### config.mk
export PLATFORM = sky130hd
export DESIGN_NAME = atm_session_arbiter
export DESIGN_NICKNAME = d
export VERILOG_FILES = /design/src/rtl/atm_arb_pkg.sv /design/src/rtl/atm_session_arbiter_rr_picker.sv /design/src/rtl/atm_session_arbiter.sv
export SDC_FILE = /design/constraint.sdc
export NUM_CORES = 1
export LEC_CHECK = 0
export BUFFER_PORTS_ARGS = -buffer_cell sky130_fd_sc_hd__buf_4
export CORE_AREA = 2 2 179 181
export CTS_CLUSTER_DIAMETER = 40
export DETAILED_ROUTE_END_ITERATION = 10
export DIE_AREA = 0 0 181 183
export SYNTH_ARGS = -nofsm -noshare
export SYNTH_HDL_FRONTEND = slang
export SYNTH_SLANG_ARGS = --single-unit
### constraint.sdc
create_clock -name i_clk -period 4.15 [get_ports i_clk]
set_input_delay 0.2075 -clock i_clk [delete_from_list [all_inputs] [get_ports i_clk]]
set_output_delay 0.2075 -clock i_clk [all_outputs]
set_load 0.02 [all_outputs]
### src/rtl/atm_arb_pkg.sv
// Shared types and constants for the ATM session arbiter.
package atm_arb_pkg;

  typedef enum logic [1:0] {
    S_IDLE = 2'd0,
    S_LOAD = 2'd1,
    S_RUN  = 2'd2,
    S_RESP = 2'd3
  } state_t;

  localparam logic [2:0] OP_BALANCE  = 3'd3;
  localparam logic [2:0] OP_WITHDRAW = 3'd4;
  localparam logic [2:0] OP_DEPOSIT  = 3'd5;
  localparam logic [2:0] OP_CHPIN    = 3'd6;

  localparam int OP_W  = 3;
  localparam int ACC_W = 4;
  localparam int PIN_W = 16;
  localparam int AMT_W = 32;
  localparam int N_ACC = 16;

  // Only real ATM operations influence the per-account failure history.
  function automatic logic op_tracked(input logic [OP_W-1:0] op);
    return (op >= OP_BALANCE) && (op <= OP_CHPIN);
  endfunction

endpackage

### src/rtl/atm_session_arbiter_rr_picker.sv
// Round-robin picker: first requester at or after the pointer, wrapping.
module rr_picker
  import atm_arb_pkg::*;
#(
  parameter int N_TERM = 4,
  localparam int PW = $clog2(N_TERM)
) (
  input  logic [N_TERM-1:0] i_req,
  input  logic [PW-1:0]     i_rr_ptr,
  output logic [N_TERM-1:0] o_win,
  output logic              o_valid
);

  logic [PW-1:0] w_idx;

  // Scan from the pointer and keep the first asserted request.
  always_comb begin
    o_win   = '0;
    o_valid = 1'b0;
    w_idx   = '0;
    for (int i = 0; i < N_TERM; i++) begin
      w_idx = PW'((int'(i_rr_ptr) + i) % N_TERM);
      if (!o_valid && i_req[w_idx]) begin
        o_win[w_idx] = 1'b1;
        o_valid      = 1'b1;
      end
    end
  end

endmodule

### src/rtl/atm_session_arbiter.sv
// Shares one ATM transaction core among N_TERM terminals with round-robin
// grants, a fixed-length enable window and per-account failure lockout.
module atm_session_arbiter
  import atm_arb_pkg::*;
#(
  parameter int N_TERM     = 4,
  parameter int TXN_CYCLES = 4,
  parameter int MAX_FAIL   = 3
) (
  input  logic                    i_clk,
  input  logic                    i_rst,
  input  logic [N_TERM-1:0]       i_req,
  input  logic [N_TERM*OP_W-1:0]  i_op_in,
  input  logic [N_TERM*ACC_W-1:0] i_acc_in,
  input  logic [N_TERM*PIN_W-1:0] i_pin_in,
  input  logic [N_TERM*PIN_W-1:0] i_newpin_in,
  input  logic [N_TERM*AMT_W-1:0] i_amount_in,
  input  logic [N_TERM-1:0]       i_lang_in,
  output logic                    o_core_en,
  output logic [OP_W-1:0]         o_core_op,
  output logic [ACC_W-1:0]        o_core_acc,
  output logic [PIN_W-1:0]        o_core_pin,
  output logic [PIN_W-1:0]        o_core_newpin,
  output logic [AMT_W-1:0]        o_core_amount,
  output logic                    o_core_lang,
  input  logic [AMT_W-1:0]        i_core_balance,
  input  logic                    i_core_success,
  output logic [N_TERM-1:0]       o_grant,
  output logic [N_TERM-1:0]       o_done,
  output logic [AMT_W-1:0]        o_resp_balance,
  output logic                    o_resp_success,
  output logic [N_ACC-1:0]        o_locked
);

  localparam int PW = $clog2(N_TERM);
  localparam int CW = (TXN_CYCLES > 1) ? $clog2(TXN_CYCLES) : 1;
  localparam logic [CW-1:0] RUN_LAST = CW'(TXN_CYCLES - 1);

  state_t         r_state;
  logic [PW-1:0]  r_rr_ptr;
  logic [PW-1:0]  r_win;
  logic [CW-1:0]  r_run_cnt;
  logic [1:0]     r_fail [N_ACC];

  logic [N_TERM-1:0] w_win_oh;
  logic              w_valid;
  logic [PW-1:0]     w_win_idx;
  logic [OP_W-1:0]   w_op;
  logic [ACC_W-1:0]  w_acc;
  logic [PIN_W-1:0]  w_pin;
  logic [PIN_W-1:0]  w_newpin;
  logic [AMT_W-1:0]  w_amount;
  logic              w_lang;
  logic [N_ACC-1:0]  w_locked;

  rr_picker #(.N_TERM(N_TERM)) u_pick (
    .i_req    (i_req),
    .i_rr_ptr (r_rr_ptr),
    .o_win    (w_win_oh),
    .o_valid  (w_valid)
  );

  // One-hot winner to index, remembered for the field mux and pointer update.
  always_comb begin
    w_win_idx = '0;
    for (int i = 0; i < N_TERM; i++)
      if (w_win_oh[i]) w_win_idx = PW'(i);
  end

  // Select the granted terminal's request fields.
  always_comb begin
    w_op = '0; w_acc = '0; w_pin = '0; w_newpin = '0; w_amount = '0; w_lang = 1'b0;
    for (int i = 0; i < N_TERM; i++) begin
      if (r_win == PW'(i)) begin
        w_op     = i_op_in[i*OP_W +: OP_W];
        w_acc    = i_acc_in[i*ACC_W +: ACC_W];
        w_pin    = i_pin_in[i*PIN_W +: PIN_W];
        w_newpin = i_newpin_in[i*PIN_W +: PIN_W];
        w_amount = i_amount_in[i*AMT_W +: AMT_W];
        w_lang   = i_lang_in[i];
      end
    end
  end

  // An account is locked once its failure count saturates.
  always_comb begin
    w_locked = '0;
    for (int a = 0; a < N_ACC; a++)
      w_locked[a] = (r_fail[a] == 2'(MAX_FAIL));
  end

  assign o_locked = w_locked;

  // Session FSM: arbitrate, latch, run the core window, return the response.
  always_ff @(posedge i_clk) begin
    if (i_rst) begin
      r_state        <= S_IDLE;
      r_rr_ptr       <= '0;
      r_win          <= '0;
      r_run_cnt      <= '0;
      o_grant        <= '0;
      o_done         <= '0;
      o_core_en      <= 1'b0;
      o_core_op      <= '0;
      o_core_acc     <= '0;
      o_core_pin     <= '0;
      o_core_newpin  <= '0;
      o_core_amount  <= '0;
      o_core_lang    <= 1'b0;
      o_resp_balance <= '0;
      o_resp_success <= 1'b0;
      for (int a = 0; a < N_ACC; a++) r_fail[a] <= 2'd0;
    end else begin
      o_done <= '0;
      case (r_state)
        S_IDLE: begin
          if (w_valid) begin
            r_win   <= w_win_idx;
            o_grant <= w_win_oh;
            r_state <= S_LOAD;
          end
        end
        S_LOAD: begin
          o_core_op     <= w_op;
          o_core_acc    <= w_acc;
          o_core_pin    <= w_pin;
          o_core_newpin <= w_newpin;
          o_core_amount <= w_amount;
          o_core_lang   <= w_lang;
          if (w_locked[w_acc]) begin
            // Locked accounts never reach the core; answer a failure at once.
            o_resp_balance <= '0;
            o_resp_success <= 1'b0;
            o_done         <= o_grant;
            r_state        <= S_RESP;
          end else begin
            o_core_en <= 1'b1;
            r_run_cnt <= '0;
            r_state   <= S_RUN;
          end
        end
        S_RUN: begin
          if (r_run_cnt == RUN_LAST) begin
            o_core_en      <= 1'b0;
            o_resp_balance <= i_core_balance;
            o_resp_success <= i_core_success;
            o_done         <= o_grant;
            r_state        <= S_RESP;
            if (op_tracked(o_core_op)) begin
              if (i_core_success)
                r_fail[o_core_acc] <= 2'd0;
              else if (r_fail[o_core_acc] != 2'(MAX_FAIL))
                r_fail[o_core_acc] <= r_fail[o_core_acc] + 2'd1;
            end
          end else begin
            r_run_cnt <= r_run_cnt + 1'b1;
          end
        end
        S_RESP: begin
          o_grant  <= '0;
          r_rr_ptr <= (r_win == PW'(N_TERM - 1)) ? '0 : r_win + 1'b1;
          r_state  <= S_IDLE;
        end
        default: r_state <= S_IDLE;
      endcase
    end
  end

endmodule

==> impl_metrics.toml, run 1 <==
[floorplan]
die_y_microns = 183
pin_count = 457
die_x_microns = 181
start_util_pct = 30.7
dieArea_sq_um = 33100
core_area_sq_um = 31200
fp-row-count = 65

[synthesis]
synthAdderAreaFrac_pct = 2.09
synth_top_area_share_pct = 26.3
synthSimpleGateAreaFrac_pct = 19.6
synth-xor-area-share_pct = 0.0914
syn_avg_cell_area_sq_um = 7.71
synth_area_leader_cell = "dfxtp_1"
async_flop_share_pct = 0
synth_top_family_by_area = "compound AO/OA/AOI/OAI gates"
synth_top_cells_by_area = "dfxtp_1, edfxtp_1, o211ai_1"
netlist_area_sq_um = 9580
synthCells = 1242
ys_types = 50
synthesis.nets = 1585
ys_ff_latch = 158
ys_warn_count = 0
synthFlopType = "dfxtp_1"
synthMuxAreaShare_pct = 4.89
synth_edf_count = 32
synth_compound_area_share_pct = 30.9
seq_area_frac_synth_pct = 36.4

[min_path]
hold_end = "o_resp_balance[16]"
min_path_type = "in2reg"
hold_start = "i_core_balance[16]"
hold_depth = 4

[worst_setup_path]
cp.required_ns = 4.25
critPathCaptureType = "flip-flop"
critPathKind = "reg2reg"
reg2reg_to = "r_fail[12][1]"
cp-start-kind = "flip-flop"
critical_path_arrival_ns = 3.54
reg2reg_depth = 6
cp_max_fo = 10
r2r_slack_ns = 0.71

[global_routing]
antenna_found_initial = 2
first_global_vias = 10700
grt_util_all_layers_pct = 23.8
grt_overflow = 0
grt_pass1_wl_microns = 61700
grt_max_degree = 96

[clock_network]
htree_levels = 4
hold_buffers = 0
root_buffer = "clkbuf_16"
cts_buffers = 17
cts_resized = 0
clk_pin_slew_ns = 0.08
post_cts.repair.setup_buffers = 0
cts.sinks = 158
cts_tree = "done"
insertion_delay_ns = 0.43
clock_path_buffers = 2

[drt]
routed_via_density = 5.42
drtPass1Iterations = 7
drt-initial-drc-count = 748
vias = 11000
wirelength_microns = 40800
wl_per_cell_microns = 20.1
final_antenna_net_count = 0
drc = 0

[sta]
tightest_slew_ns = 0.939
hold_viol = 0
min_period_ns = 3.44
finalMaxSlewViolations = 0
setup_tns_ns = 0
rsz0062_at_grt = "no"
timing.final.crit_share_pct = 83.0
slew-limit-headroom_pct = 37.4
setup_viol = 0
setup_ws_ns = 0.706
finClkSkew_ns = 0.0148
clock.fmax_mhz = 290
hold_ws_ns = 0.154

[final_layout]
final_cell_mix = "buf_4, nor2_1, nand2_1, a21oi_1, dfxtp_1"
syn_to_final_growth_pct = 43.4
nets = 1951
drive_above_1_share_pct = 32.9
nFillCells = 3247
utilization_pct = 44.0
multi_input_area_sq_um = 5580
seqCellArea_sq_um = 3480
final_common_cell = "buf_4"

[placement]
place_ws_ns = 0.685
io_buffers = 456
hpwl_microns = 30400
gp_congestion = 0.886

[run]
maxCapViolations = 0

[power]
power.density_nw_per_um2 = 679
total_leakage_power_nw = 5.53
ir_drop_v = 0.000444

[outcome]
outcome = "finished clean"
[stage by stage]
stage               cells  cell area, sq um  power [W]
floorplan            1242              9580    0.00599
global placement     1991             13200    0.00770
detailed placement   1991             13200    0.00778
CTS                  2023             13700    0.00936
global route         2025             13700     0.0100
finish               2025             13700    0.00932
[layout make-up]
class | count | area share (%)
tap | 402 | 3.66
timing repair buffer | 469 | 25.7
clock buffer | 17 | 3.10
multi-input combinational | 943 | 40.6
clock inverter | 15 | 0.993
sequential | 158 | 25.4
inverter | 19 | 0.519
antenna | 2 | 0.0364
[synthesized netlist by cell type, types with 2 or more instances]
cell type    n
nand3b_1     2
o211ai_1   103
edfxtp_1    32
mux4_2      14
nor2_1     170
a22oi_1     75
mux2_2       2
nand2b_1     8
o32ai_1      3
buf_2        7
nand4_1      3
nand2_1    153
nand3_1      4
nor2b_1      6
buf_6        5
or3_1       35
mux2i_1     13
o31ai_1      2
a31oi_1     39
and2_1      13
a221o_1      3
nor4_1       5
dfxtp_1    126
a21oi_1    143
a211oi_1     2
o21ai_0     80
clkbuf_1    97
a21o_1       2
a2bb2oi_1    3
and3_1       4
a221oi_2     3
inv_1       18
buf_1       13
ha_1        16
nor3_1      22
o22ai_1      2
[registers in the layout (all words and copies together), names as in the netlist, named ones only]
register        count
r_rr_ptr            2
o_core_amount      32
o_core_op           3
o_core_acc          4
o_resp_balance     32
o_core_lang         1
r_run_cnt           2
r_state             2
r_fail             32
o_core_pin         16
o_done              4
o_core_en           1
o_resp_success      1
o_grant             4
r_win               2
o_core_newpin      16
[worst max-delay path by stage]
stage,startpoint,end,slack (ns),depth (start not counted)
floorplan,flip-flop,r_fail[12][0],1.0,8
global placement,flip-flop,r_fail[0][1],0.79,7
detailed placement,flip-flop,r_fail[12][0],0.68,6
CTS,flip-flop,r_fail[12][1],0.68,6
global route,flip-flop,r_fail[12][1],0.46,6
finish,flip-flop,r_fail[12][1],0.71,6
[routing by layer]
layer | share of wire, % | GRT usage [%] | vias to the layer above
met1 | 43 | 29.9 | 5258
met4 | 1.9 | 6.73 | 0
met3 | 7.5 | 6.51 | 40
met5 | 0 | 0 | -
li1 | - | - | 5275
met2 | 48 | 40.2 | 401
[logic make-up after synthesis]
logic type | count (synthesis)
simple gates | 431
compound gates | 466
buf+inv | 141
xor+xnor | 1
flops | 158
fa+ha+maj | 16
mux | 29
[critical path, stage by stage, from the launching register on]
cell and delay, ns:
dfxtp_1 0.61, mux4_2 0.56, mux4_2 0.49, ha_1 0.23, a21oi_1 0.29, or3b_2 0.60, o21ai_0 0.34
[report_power, final]
part           internal (W)  switching, W
logic               0.00189       0.00363
clock network      0.000836      0.000708
registers           0.00194      0.000314
(Power assumes the default switching activity.)
==> run 2: changes to the inputs <==
==> constraint.sdc (replaced) <==
create_clock -name i_clk -period 3.5 [get_ports i_clk]
set_input_delay 0.175 -clock i_clk [delete_from_list [all_inputs] [get_ports i_clk]]
set_output_delay 0.175 -clock i_clk [all_outputs]
set_load 0.02 [all_outputs]
==> run 2 against run 1 <==
  * Register-to-register slack worse by 0.44 ns
  * Flip-flop and latch count unchanged
  * Critical path depth is 3 higher
  * Clock power up 36%
  * Total power rose by 23%
  * Global-route usage grew 0.27 points
  * Via count decreased by 0.10%
  * Sequential power increased by 19%
  * Design area up 1.3%
  * Routed wire length grew 0.99%
  * Clock-buffer cell count is the same
  * Largest cell class unchanged
==> impl_metrics.toml, run 2 (synthesis results as in run 1) <==
[power]
power_frac_comb_pct = 58.4
p_total_w = 0.0115
p_clk_share_pct = 18.3
switching_share_pct = 48.7
internal-power_w = 0.00588
ir_drop_v = 0.000799
total_leakage_power_nw = 5.63
seq_power_share_pct = 23.3
power.density_nw_per_um2 = 824
p_switching_w = 0.00558

[sta]
finClkSkew_ns = 0.0156
setup_viol = 0
min_period_ns = 3.24
hold_viol = 0
setup_tns_ns = 0
setup_ws_ns = 0.261
clock.fmax_mhz = 309
timing.final.crit_share_pct = 92.5
hold_ws_ns = 0.110
finalMaxSlewViolations = 0
slew-limit-headroom_pct = 30.2
tightest_slew_ns = 1.05
rsz0062_at_grt = "no"

[outcome]
outcome = "finished clean"

[worst_setup_path]
critPathCaptureType = "flip-flop"
cp-start-kind = "flip-flop"
critPathKind = "reg2reg"
cp.required_ns = 3.86
timing.rr.start = "r_win[0]"
critical_path_arrival_ns = 3.60
path_cells = "inv_1, ha_4, or2_1, a221oi_2, nor2_1, mux2_2, a22o_4, or3_1, a31oi_1"
reg2reg_to = "o_resp_balance[20]"
reg2reg_depth = 9
slowest_stage = "nor2_1"
cp_max_fo = 68
r2r_slack_ns = 0.26
cpPeakStageDelay_ns = 0.48

[drt]
routed_via_density = 5.39
final_antenna_net_count = 0
wl_per_cell_microns = 20.2
vias = 11000
wirelength_microns = 41200
drt-initial-drc-count = 634
drtPass1Iterations = 5
drc = 0

[placement]
io_buffers = 456
place_ws_ns = 0.154
hpwl_microns = 30600
gp_congestion = 0.909

[floorplan]
start_util_pct = 30.7
die_y_microns = 183
dieArea_sq_um = 33100
core_area_sq_um = 31200
die_x_microns = 181
fp-row-count = 65
pin_count = 457

[min_path]
hold_start = "i_pin_in[63]"
hold_end = "o_core_pin[15]"
hold_depth = 5
min_path_type = "in2reg"

[global_routing]
grt_util_all_layers_pct = 24.1
grt_pass1_wl_microns = 61800
grt_max_degree = 107
antenna_found_initial = 4
grt_overflow = 0
first_global_vias = 10600

[final_layout]
syn_to_final_growth_pct = 45.2
drive_above_1_share_pct = 33.4
top_regs = "o_core_amount (32), o_resp_balance (32), r_fail (32)"
final_common_cell = "buf_4"
nets = 1960
final_cell_mix = "buf_4, nor2_1, nand2_1, a21oi_1, dfxtp_1"
nFillCells = 3208

[clock_network]
cts.sinks = 158
clk_pin_slew_ns = 0.08
clock_path_buffers = 2
htree_levels = 4
insertion_delay_ns = 0.43
root_buffer = "clkbuf_16"
cts_buffers = 17
cts_tree = "done"

[run]
maxCapViolations = 0
-- run 2: cell types whose count changed in the layout (fill, tap and decap cells not counted), moves of 2 or more --
| cell | delta |
|---|---|
| clkinv_4 | -2 |
| buf_4 | +7 |
| clkinv_1 | -2 |
| buf_12 | +2 |
| bufinv_16 | +3 |
-- run 2: area by class of cell --
cell class | instances | area [sq um] | area share [%]
timing repair buffer | 478 | 3630 | 26.1
tap | 402 | 503 | 3.62
sequential | 158 | 3480 | 25.0
clock buffer | 17 | 425 | 3.06
clock inverter | 15 | 221 | 1.59
antenna | 2 | 5.00 | 0.0360
inverter | 19 | 71.3 | 0.513
multi-input combinational | 943 | 5580 | 40.1
-- run 2: stage by stage --
step           instance area (sq um)  instances  utilization, %
6_report                       13900       2034            44.5
5_1_grt                        13900       2034            44.5
4_1_cts                        13900       2032            44.5
3_5_place_dp                   13300       2000            42.5
3_3_place_gp                   13300       2000            42.5
2_1_floorplan                   9580       1242               -
-- run 2: metal layers --
layer	vias to the layer above	GRT usage, %	wire length, microns
met5	-	0	29
met3	46	8.34	3840
met4	4	7.77	932
li1	5282	-	-
met2	424	40.4	19600
met1	5207	29.0	16700
-- run 2: how the worst max path moves through the flow --
| stage | from | endpoint | slack (ns) | cells past startpoint |
|---|---|---|---|---|
| after floorplan | flip-flop | r_fail[12][0] | 0.35 | 8 |
| after global placement | flip-flop | r_fail[0][0] | 0.25 | 7 |
| after detailed placement | flip-flop | r_fail[4][1] | 0.15 | 6 |
| after CTS | flip-flop | r_fail[4][1] | 0.14 | 6 |
| after global routing | r_win[0] | o_resp_balance[24] | 0.05 | 9 |
| final | r_win[0] | o_resp_balance[20] | 0.26 | 9 |
-- run 2: power groups by stage --
stage          registers [W]  logic (W)  clock network (W)
6_report             0.00267    0.00669            0.00210
5_1_grt              0.00272    0.00736            0.00221
4_1_cts              0.00266    0.00671            0.00215
3_5_place_dp         0.00269    0.00670                  0
3_3_place_gp         0.00268    0.00662                  0
2_1_floorplan        0.00301    0.00410                  0
-- run 2: what timing repair did --
action                     in CTS  in global routing
buffers inserted                0                  0
hold buffers                    0                  0
resized for setup               0                  1
setup endpoints to repair       0                 20
-- run 2: worst max-delay path: cells and delay by family, from the launching register on --
family / cells / cell delay, ns
DFF: 1 / 0.36
AOI/OAI and AO/OA: 3 / 0.69
buffers and inverters: 1 / 0.15
muxes: 1 / 0.43
and+or+nand+nor: 3 / 1.21
adders and majority gates: 1 / 0.29
